==> src/rtl/branch_hazard_ctrl_pkg.sv <==
// ---------------------------------------------------------------------------
// branch_hazard_ctrl_pkg
// Shared types and constants for the ID-stage branch sequencing logic.
//   regName_t      - architectural register index (x0..x31)
//   REG_ZERO       - hard-wired zero register; never a real producer
//   brCtrlState_t  - branch controller state encoding
//   BR_STALL_LD_*  - default stall lengths for load producers in EX / MEM
// ---------------------------------------------------------------------------
package branch_hazard_ctrl_pkg;

  localparam int REG_ADDR_W = 5;

  typedef logic [REG_ADDR_W-1:0] regName_t;

  localparam regName_t REG_ZERO = '0;

  typedef enum logic [1:0] {
    IDLE    = 2'd0,
    STALL   = 2'd1,
    RESOLVE = 2'd2
  } brCtrlState_t;

  localparam int BR_STALL_LD_EX  = 2;
  localparam int BR_STALL_LD_MEM = 1;

  // A source operand matches a pending load destination. x0 never matches
  // because writes to it are discarded and the regfile always reads zero.
  function automatic logic load_dep(input logic     reg_write,
                                    input logic     mem_read,
                                    input regName_t rd,
                                    input regName_t rs1,
                                    input regName_t rs2);
    return reg_write & mem_read & (rd != REG_ZERO) & ((rd == rs1) | (rd == rs2));
  endfunction

endpackage

==> src/rtl/branch_hazard_ctrl_operand_hazard.sv <==
// ---------------------------------------------------------------------------
// branch_operand_hazard
// Purely combinational detection of branch operands that the comparator
// forwarding network cannot supply: a load result still in EX or MEM.
// ALU results in EX/MEM are forwarded to the comparator and are not hazards.
// Also usable by the main hazard unit.
//
// Ports:
//   rs1, rs2         in   branch source registers
//   rd_ex, rd_mem    in   destination registers in EX and MEM
//   reg_write_ex/mem in   register-write enables in EX and MEM
//   mem_read_ex/mem  in   producer in EX / MEM is a load
//   haz_ex           out  an operand depends on the load in EX
//   haz_mem          out  an operand depends on the load in MEM
// ---------------------------------------------------------------------------
module branch_operand_hazard
  import branch_hazard_ctrl_pkg::*;
(
  input  regName_t rs1,
  input  regName_t rs2,
  input  regName_t rd_ex,
  input  regName_t rd_mem,
  input  logic     reg_write_ex,
  input  logic     reg_write_mem,
  input  logic     mem_read_ex,
  input  logic     mem_read_mem,
  output logic     haz_ex,
  output logic     haz_mem
);

  assign haz_ex  = load_dep(reg_write_ex,  mem_read_ex,  rd_ex,  rs1, rs2);
  assign haz_mem = load_dep(reg_write_mem, mem_read_mem, rd_mem, rs1, rs2);

endmodule

==> src/rtl/branch_hazard_ctrl.sv <==
// ---------------------------------------------------------------------------
// branch_hazard_ctrl
// Sequencing controller for the ID-stage branch comparator. A branch whose
// operands are all forwardable resolves in the same cycle it is decoded. If
// an operand comes from a load still in EX or MEM, the front end is stalled
// until regfile write-through can supply it, then the branch resolves.
//
//   state   | meaning
//   --------+------------------------------------------------------------
//   IDLE    | no branch in flight; decode a new branch (resolve or stall)
//   STALL   | waiting on a load producer; cnt = stall cycles still to go
//   RESOLVE | operands ready; comparator result is used this cycle
//
// Parameters:
//   STALL_LD_EX   stall cycles for a load producer in EX  (default 2)
//   STALL_LD_MEM  stall cycles for a load producer in MEM (default 1)
//   CNT_WIDTH     stall counter width
//
// Ports:
//   clk                     in   system clock, rising edge
//   rstN                    in   synchronous active-low reset
//   branchID                in   ID instruction is a conditional branch
//   rs1ID, rs2ID            in   branch source registers
//   rdEX, rdMeM             in   destination registers in EX / MEM
//   regWriteEX, regWriteMeM in   register-write enables in EX / MEM
//   memReadEX, memReadMeM   in   producer in EX / MEM is a load
//   branchN                 in   comparator taken result (used on resolve)
//   flushIn                 in   external flush; aborts any sequence
//   stallPC, stallIFID      out  hold PC and IF/ID
//   bubbleIDEX              out  insert NOP into ID/EX
//   resolve                 out  comparator result valid this cycle
//   pcSrcBranch             out  select branch target at the PC mux
//   flushIFID               out  squash the wrong-path fetch
//   brCount, takenCount,    out  performance counters (32-bit, wrapping);
//   stallCycles                  live only with BRANCH_CTRL_PERF_EN defined,
//                                otherwise tied to 0 with no flops
//
// The outputs are a function of the current state and the current decode
// inputs: a hazard-free branch must resolve with zero added latency.
// ---------------------------------------------------------------------------
module branch_hazard_ctrl
  import branch_hazard_ctrl_pkg::*;
#(
  parameter int STALL_LD_EX  = BR_STALL_LD_EX,
  parameter int STALL_LD_MEM = BR_STALL_LD_MEM,
  parameter int CNT_WIDTH    = 2
) (
  input  logic        clk,
  input  logic        rstN,
  input  logic        branchID,
  input  regName_t    rs1ID,
  input  regName_t    rs2ID,
  input  regName_t    rdEX,
  input  regName_t    rdMeM,
  input  logic        regWriteEX,
  input  logic        regWriteMeM,
  input  logic        memReadEX,
  input  logic        memReadMeM,
  input  logic        branchN,
  input  logic        flushIn,
  output logic        stallPC,
  output logic        stallIFID,
  output logic        bubbleIDEX,
  output logic        resolve,
  output logic        pcSrcBranch,
  output logic        flushIFID,
  output logic [31:0] brCount,
  output logic [31:0] takenCount,
  output logic [31:0] stallCycles
);

  // The detect cycle in IDLE is already the first stall cycle, so the
  // counter is loaded with the remaining count (N-1). A one-cycle stall
  // therefore skips STALL and goes straight to RESOLVE.
  localparam bit EX_DIRECT  = (STALL_LD_EX  <= 1);
  localparam bit MEM_DIRECT = (STALL_LD_MEM <= 1);
  localparam logic [CNT_WIDTH-1:0] EX_LOAD  =
    EX_DIRECT  ? '0 : CNT_WIDTH'(STALL_LD_EX - 1);
  localparam logic [CNT_WIDTH-1:0] MEM_LOAD =
    MEM_DIRECT ? '0 : CNT_WIDTH'(STALL_LD_MEM - 1);

  brCtrlState_t         state;
  logic [CNT_WIDTH-1:0] cnt;

  logic haz_ex;
  logic haz_mem;
  logic haz_any;

  logic stall_c;
  logic resolve_c;
  logic taken_c;

  branch_operand_hazard u_operand_hazard (
    .rs1           (rs1ID),
    .rs2           (rs2ID),
    .rd_ex         (rdEX),
    .rd_mem        (rdMeM),
    .reg_write_ex  (regWriteEX),
    .reg_write_mem (regWriteMeM),
    .mem_read_ex   (memReadEX),
    .mem_read_mem  (memReadMeM),
    .haz_ex        (haz_ex),
    .haz_mem       (haz_mem)
  );

  assign haz_any = haz_ex | haz_mem;

  always_ff @(posedge clk) begin
    if (!rstN) begin
      state <= IDLE;
      cnt   <= '0;
    end else if (flushIn) begin
      state <= IDLE;
      cnt   <= '0;
    end else begin
      case (state)
        IDLE: begin
          if (branchID && haz_ex) begin
            // EX producer is younger and needs the longer wait
            cnt   <= EX_LOAD;
            state <= EX_DIRECT ? RESOLVE : STALL;
          end else if (branchID && haz_mem) begin
            cnt   <= MEM_LOAD;
            state <= MEM_DIRECT ? RESOLVE : STALL;
          end
        end
        STALL: begin
          cnt <= cnt - CNT_WIDTH'(1);
          if (cnt == CNT_WIDTH'(1)) begin
            state <= RESOLVE;
          end
        end
        RESOLVE: begin
          state <= IDLE;
        end
        default: begin
          state <= IDLE;
          cnt   <= '0;
        end
      endcase
    end
  end

  // Reset and flush both force every output low in the same cycle.
  always_comb begin
    stall_c   = 1'b0;
    resolve_c = 1'b0;
    taken_c   = 1'b0;
    if (rstN && !flushIn) begin
      case (state)
        IDLE: begin
          if (branchID) begin
            if (haz_any) begin
              stall_c = 1'b1;
            end else begin
              resolve_c = 1'b1;
              taken_c   = branchN;
            end
          end
        end
        STALL: begin
          stall_c = 1'b1;
        end
        RESOLVE: begin
          resolve_c = 1'b1;
          taken_c   = branchN;
        end
        default: begin
          stall_c   = 1'b0;
          resolve_c = 1'b0;
          taken_c   = 1'b0;
        end
      endcase
    end
  end

  assign stallPC     = stall_c;
  assign stallIFID   = stall_c;
  assign bubbleIDEX  = stall_c;
  assign resolve     = resolve_c;
  assign pcSrcBranch = taken_c;
  assign flushIFID   = taken_c;

  // A zero count in STALL would wrap to all-ones and stall for 2^CNT_WIDTH
  // cycles; the IDLE load path guarantees it never happens.
  cnt_nonzero_in_stall : assert property (
    @(posedge clk) disable iff (!rstN) (state == STALL) |-> (cnt != '0)
  );

`ifdef BRANCH_CTRL_PERF_EN
  logic [31:0] br_count_q;
  logic [31:0] taken_count_q;
  logic [31:0] stall_cycles_q;

  always_ff @(posedge clk) begin
    if (!rstN) begin
      br_count_q     <= '0;
      taken_count_q  <= '0;
      stall_cycles_q <= '0;
    end else begin
      if (resolve_c) begin
        br_count_q <= br_count_q + 32'd1;
      end
      if (resolve_c && branchN) begin
        taken_count_q <= taken_count_q + 32'd1;
      end
      if (stall_c) begin
        stall_cycles_q <= stall_cycles_q + 32'd1;
      end
    end
  end

  assign brCount     = br_count_q;
  assign takenCount  = taken_count_q;
  assign stallCycles = stall_cycles_q;
`else
  assign brCount     = 32'd0;
  assign takenCount  = 32'd0;
  assign stallCycles = 32'd0;
`endif

endmodule

==> config.mk <==
export PLATFORM = sky130hd
export DESIGN_NAME = branch_hazard_ctrl
export DESIGN_NICKNAME = d
export VERILOG_FILES = /design/src/rtl/branch_hazard_ctrl_pkg.sv /design/src/rtl/branch_hazard_ctrl_operand_hazard.sv /design/src/rtl/branch_hazard_ctrl.sv
export SDC_FILE = /design/constraint.sdc
export NUM_CORES = 1
export LEC_CHECK = 0
export CELL_PAD_IN_SITES_DETAIL_PLACEMENT = 1
export CELL_PAD_IN_SITES_GLOBAL_PLACEMENT = 2
export CORE_ASPECT_RATIO = 0.9
export CORE_MARGIN = 2
export CORE_UTILIZATION = 13
export DETAILED_ROUTE_END_ITERATION = 12
export PLACE_DENSITY_LB_ADDON = 0.3
export SLEW_MARGIN = 5
export SYNTH_ARGS = -nofsm -noshare
export SYNTH_HDL_FRONTEND = slang
export SYNTH_SLANG_ARGS = --single-unit
export TNS_END_PERCENT = 100
==> constraint.sdc <==
create_clock -name clk -period 1.9 [get_ports clk]
set_clock_uncertainty 0.1 [all_clocks]
set_input_delay 0.38 -clock clk [delete_from_list [all_inputs] [get_ports clk]]
set_output_delay 0.38 -clock clk [all_outputs]
set_load 0.1 [all_outputs]
==> results of run 1 <==
==> flip-flops by register name (all words and copies together), names as in the netlist <==
| name | cells |
|---|---|
| cnt | 2 |
| state | 2 |
==> critical path: cells and delay by family <==
kind	cells	cell delay (ns)
buffers and inverters	2	0.27
AO/OA/AOI/OAI	3	0.79
AND/OR/NAND/NOR	1	0.38
==> routing by layer <==
metal	vias to the layer above	global-route usage	share of wire
li1	506	-	-
met1	488	0.0631	0.41
met2	72	0.0953	0.50
met3	0	0.0109	0.090
met4	0	0.00865	0
met5	-	0	0
==> cell usage after synthesis, types with 2 or more instances <==
cell and count:
buf_4 99, dfxtp_1 4, inv_1 2, nand2_1 12, nand3_1 5, nor2_1 4
o21a_1 2, or3_1 2, xnor2_1 20
==> metrics by stage <==
step                 util  instance area (µm²)
finish              0.189                 1910
global route        0.189                 1910
CTS                 0.186                 1880
detailed placement  0.172                 1740
global placement    0.172                 1740
floorplan               -                 1750
==> kinds of logic after synthesis <==
kind of cell | count (synthesis)
buf+inv | 101
simple gates | 31
xor+xnor | 20
compound gates | 16
flops | 4
fa+ha+maj | 1
other cells | 1
==> power by group <==
group	leakage (nW)	switching (mW)	internal, mW
Sequential	0.0322	0.000323	0.0850
Combinational	0.906	0.936	0.140
Clock	0.0370	0.0577	0.269
Total	0.975	0.994	0.493
==> timing repair <==
item	CTS	global route
pin swaps	17	26
resized for setup	49	38
setup endpoints to repair	10	8
buffers inserted	6	1
==> final cells by class <==
class / instances / share of cell area
multi-input combinational: 164 / 0.525
timing repair buffer: 67 / 0.305
tap: 129 / 0.0845
sequential: 4 / 0.0419
clock buffer: 3 / 0.0393
inverter: 2 / 0.00393
==> cells in the final DEF, fill, tap and decap left out, drive strengths merged, types with 2 or more instances in the layout <==
cell type and instances:
xnor2 20, nor2 4, conb 96, or3 2
o22ai 2, nand2 12, clkdlybuf4s50 5, clkbuf 15
inv 2, nand3 5, buf 45, o21a 2
o311a 2, dlymetal6s2s 3, dfxtp 4
==> worst paths after layout <==
path	startpoint	endpoint	slack [ns]	depth (start not counted)
worst max-delay path	rdEX[1]	pcSrcBranch	-0.41	6
worst min-delay path	cnt[0]	cnt[0]	0.41	2
worst max register to register	state[1]	state[1]	0.39	8
worst min register to register	cnt[0]	cnt[0]	0.41	2
==> qor.csv, run 1 <==
metric,value,unit
avgViaCountPerCell,2.89,
holdWs,0.410,ns
area_growth,43.0,%
multi_input_area,1000,µm²
synth_compound_area_frac,0.124,
cts_made_buffers,3,
rows,35,
coreArea,10100,µm²
setup_tns,-2.34,ns
p_leak,0.975,nW
seq_area,80.1,µm²
grt_overflow_total,0,
grt_max_degree,6,
n_antenna_cell,0,
synth_top_family_by_area,buffers and inverters,
synthCells,174,
gp_congestion,0.735,
power_density,779,nW/µm²
detailed_place_hpwl,2830,µm
min_period_over_period,1.22,
final_nets,272,
fp.dieW,111,µm
setup_viol,6,
worst_path_max_delay_cell,or3_4,
crit_chain,buf_6 -> or3_4 -> o311a_4 -> a22oi_4 -> a41o_4 -> buf_12,
synth_enable_flop_cells,0,
rsz0062_at_grt,true,
hp-class,reg -> reg,
async_flop_share,0,
yosys.area.top_type,buf_4,
arrival,1.83,ns
crit_type,in -> out,
synth_fa_ha_area_frac,0.00936,
fin_crit,2.31,ns
worst_slack,-0.415,ns
slew_violations,0,
ys_seq_area_frac,0.0599,
hold_viol,0,
synth-simple-area-share,0.111,
ant_nets,0,
cts.sinks,4,
fill_cells,1241,
synth.area.mux_share,0,
initial_core_util,0.132,
ys_ff_latch,4,
stdcell_count,369,
cts_max_path_buffers,2,
worstSetupStartpointType,input port,
critPathCaptureType,output pin,
crit_path_max_fanout,3,
max_freq,432,MHz
cts_hold_buf,0,
ys.flop_type,dfxtp_1,
run_status,"complete, but fails checks",
synthXorXnorAreaFrac,0.131,
grt_pass1_vias,967,
track_usage,0.0517,
violations,setup timing,
critPathMaxStageDelay,0.38,ns
drtIter0Drc,6,
die_area,11100,µm²
power,1.49,mW
post-place-ws,-0.908,ns
dpl.cell_count,359,
yosys_warnings,0,
yosysUniqueCellTypes,33,
cts_max_level,1,
synth_top_area_share,0.556,
grt_antenna_before_repair,0,
die_h,100,µm
num_vias,1066,
max-cap-violations,0,
pin_count,131,
syn_area,1340,µm²
wl_per_cell,8.64,µm
ir_drop,0.000242,V
ys_top_cells_by_area,"buf_4 (56%), xnor2_1 (13%), dfxtp_1 (6.0%), nand2_1 (3.4%), nand3_1 (1.9%)",
drive_gt1_frac,0.346,
path_clk_slew,0.03,ns
clk_latency,0.22,ns
cts_tree,done,
dr.pass1.iters,4,
grt_first_pass_wirelength,4680,µm
ctsRootBufferMaster,clkbuf_16,
avgSynthCellArea,7.68,µm²
crit_required,1.42,ns
routed_wl,3190,µm
port_buffers,34,
drc_errors,0,
Note: power is estimated with default switching activity, not from simulation.
==> inputs of run 2 (changes only) <==
CAP_MARGIN = 20   (was default)
==> results of run 2 <==
Same layout as run 1: the final DEF is identical, and so are final timing and power.
==> inputs of run 3 (changes only) <==
CORE_UTILIZATION = 14   (was 13)
clock period = 2.2 ns   (was 1.9 ns; I/O delays follow)
==> run 3 against run 2 <==
Net effect: the run still ends with setup timing left; hold slack got worse by 0.00059 ns; die area shrank 6.9%; global-route usage increased by 0.099 points; via count shrank 7.4%; final cell count decreased by 4.6%; non-clock buffer count fell by 10; combinational power decreased by 15%; register-to-register slack better by 0.35 ns; sequential cell count unchanged; sequential power is 13% lower; wire length fell by 2.5%; critical path type unchanged; largest power group unchanged.
==> qor.csv, run 3 (synthesized netlist as in run 1, its figures left out) <==
metric,value,unit,change
cts_made_buffers,3,,unchanged
r2r_slack,0.74,ns,was 0.39 ns
max_freq,412,MHz,
layout_commonest_cell,conb_1,,unchanged
final_nets,262,,was 272
cts_max_level,1,,unchanged
violations,setup timing,,unchanged
final_cell_mix,"conb_1 (96), buf_4 (21), xnor2_1 (16)",,"was conb_1 (96), buf_4 (33), xnor2_1 (14)"
gp_congestion,0.726,,was 0.735
wl_per_cell,8.84,µm,was 8.64 µm
worstRegToRegCells,6,,was 8
initial_core_util,0.145,,was 0.132
power,1.14,mW,was 1.49 mW
reg_top3,"cnt (2), state (2)",,unchanged
drtIter0Drc,16,,was 6
coreArea,9210,µm²,was 10100 µm²
grt_antenna_before_repair,0,,unchanged
fp.dieW,107,µm,was 111 µm
ant_nets,0,,unchanged
setup_viol,6,,unchanged
ir_drop,0.000197,V,was 0.000242 V
crit_path_max_fanout,3,,unchanged
hp-class,reg -> reg,,unchanged
stdcell_count,352,,was 369
worst_slack,-0.228,ns,was -0.415 ns
pin_count,131,,unchanged
critPathLaunch,rdEX[3],,was rdEX[1]
critPathMaxStageDelay,0.37,ns,was 0.38 ns
die_area,10300,µm²,was 11100 µm²
fin_crit,2.43,ns,
cts_tree,done,,unchanged
r2r_start,state[1],,unchanged
path_clk_slew,0.03,ns,about the same
worst_path_max_delay_cell,or3_4,,unchanged
post-place-ws,-0.635,ns,was -0.908 ns
grt_overflow_total,0,,unchanged
drc_errors,0,,unchanged
avgViaCountPerCell,2.80,,was 2.89
n_antenna_cell,0,,unchanged
grt_first_pass_wirelength,4350,µm,was 4680 µm
cts_max_path_buffers,2,,unchanged
clk_latency,0.21,ns,was 0.22 ns
port_buffers,34,,unchanged
arrival,1.89,ns,was 1.83 ns
cts_hold_buf,0,,unchanged
area_growth,35.4,%,was 43.0%
cts.sinks,4,,unchanged
hold_viol,0,,unchanged
routed_wl,3110,µm,was 3190 µm
worstSetupStartpointType,input port,,unchanged
crit_chain,buf_6 -> or3_4 -> o311a_4 -> a22oi_4 -> a41o_4 -> buf_12,,unchanged
dr.pass1.iters,4,,unchanged
r2r-end,state[1],,unchanged
rows,33,,was 35
setup_tns,-1.13,ns,was -2.34 ns
grt_pass1_vias,889,,was 967
min_period_over_period,1.10,,
detailed_place_hpwl,2740,µm,was 2830 µm
dpl.cell_count,345,,was 359
critPathCaptureType,output pin,,unchanged
grt_max_degree,7,,was 6
rsz0062_at_grt,true,,unchanged
ctsRootBufferMaster,clkbuf_8,,was clkbuf_16
slew_violations,0,,unchanged
num_vias,987,,was 1066
drive_gt1_frac,0.265,,was 0.346
die_h,96.7,µm,was 100 µm
crit_required,1.66,ns,was 1.42 ns
run_status,"complete, but fails checks",,unchanged
p_leak,0.891,nW,was 0.975 nW
power_density,632,nW/µm²,was 779 nW/µm²
max-cap-violations,0,,unchanged
track_usage,0.0526,,was 0.0517
crit_type,in -> out,,unchanged
cp-endpoint,flushIFID,,was pcSrcBranch
## run 3: cell types whose count changed in the layout (fill, tap and decap cells not counted), sizes merged
| cell | delta |
|---|---|
| dlygate4sd2 | +4 |
| clkdlybuf4s50 | +1 |
| dlymetal6s2s | -1 |
| clkbuf | -9 |
| buf | -10 |
| clkdlybuf4s15 | +5 |
## run 3: worst min-delay path by stage
stage          depth (start not counted)   start     end  slack (ns)
2_1_floorplan                          2  cnt[0]  cnt[0]        0.37
3_3_place_gp                           2  cnt[0]  cnt[0]        0.41
3_5_place_dp                           2  cnt[0]  cnt[0]        0.42
4_1_cts                                2  cnt[0]  cnt[0]        0.42
5_1_grt                                2  cnt[0]  cnt[0]        0.44
6_report                               2  cnt[0]  cnt[0]        0.41
## run 3: layout make-up
cell class	count	area, µm²
multi-input combinational	164	975
timing repair buffer	57	553
fill	1121	7400
inverter	2	7.51
clock buffer	3	41.3
sequential	4	80.1
tap	122	153
## run 3: through the flow
step / hold slack (ns) / instance area [µm²] / util
global placement: 0.412 / 1680 / 0.182
CTS: 0.420 / 1760 / 0.191
global route: 0.445 / 1810 / 0.196
finish: 0.410 / 1810 / 0.196
floorplan: 0.371 / 1750 / -
detailed placement: 0.416 / 1680 / 0.182
## run 3: routing by layer
metal / vias up / track usage / routed length, µm
li1: 483 / - / -
met1: 434 / 0.0728 / 1370
met2: 70 / 0.0833 / 1400
met3: 0 / 0.0135 / 340
met4: 0 / 0.00899 / 0
met5: - / 0 / 0
## run 3: report_power, final
| part | switching (mW) | internal, mW | total, mW |
|---|---|---|---|
| clock network | 0.0361 | 0.116 | 0.153 |
| logic | 0.805 | 0.113 | 0.917 |
| registers | 0.000477 | 0.0734 | 0.0739 |
| total | 0.841 | 0.303 | 1.14 |
## run 3: worst max-delay path: cells and delay by family
kind	cells	cell delay, ns
AO/OA/AOI/OAI	3	0.80
AND/OR/NAND/NOR	1	0.37
buffers and inverters	2	0.27
## run 3: repair_timing
item                                    4_1_cts  5_1_grt
gates resized for setup                      49       20
pin swaps                                    18       11
setup buffers                                 4        0
hold endpoints to repair                      0        0
endpoints found under the setup margin        6        6
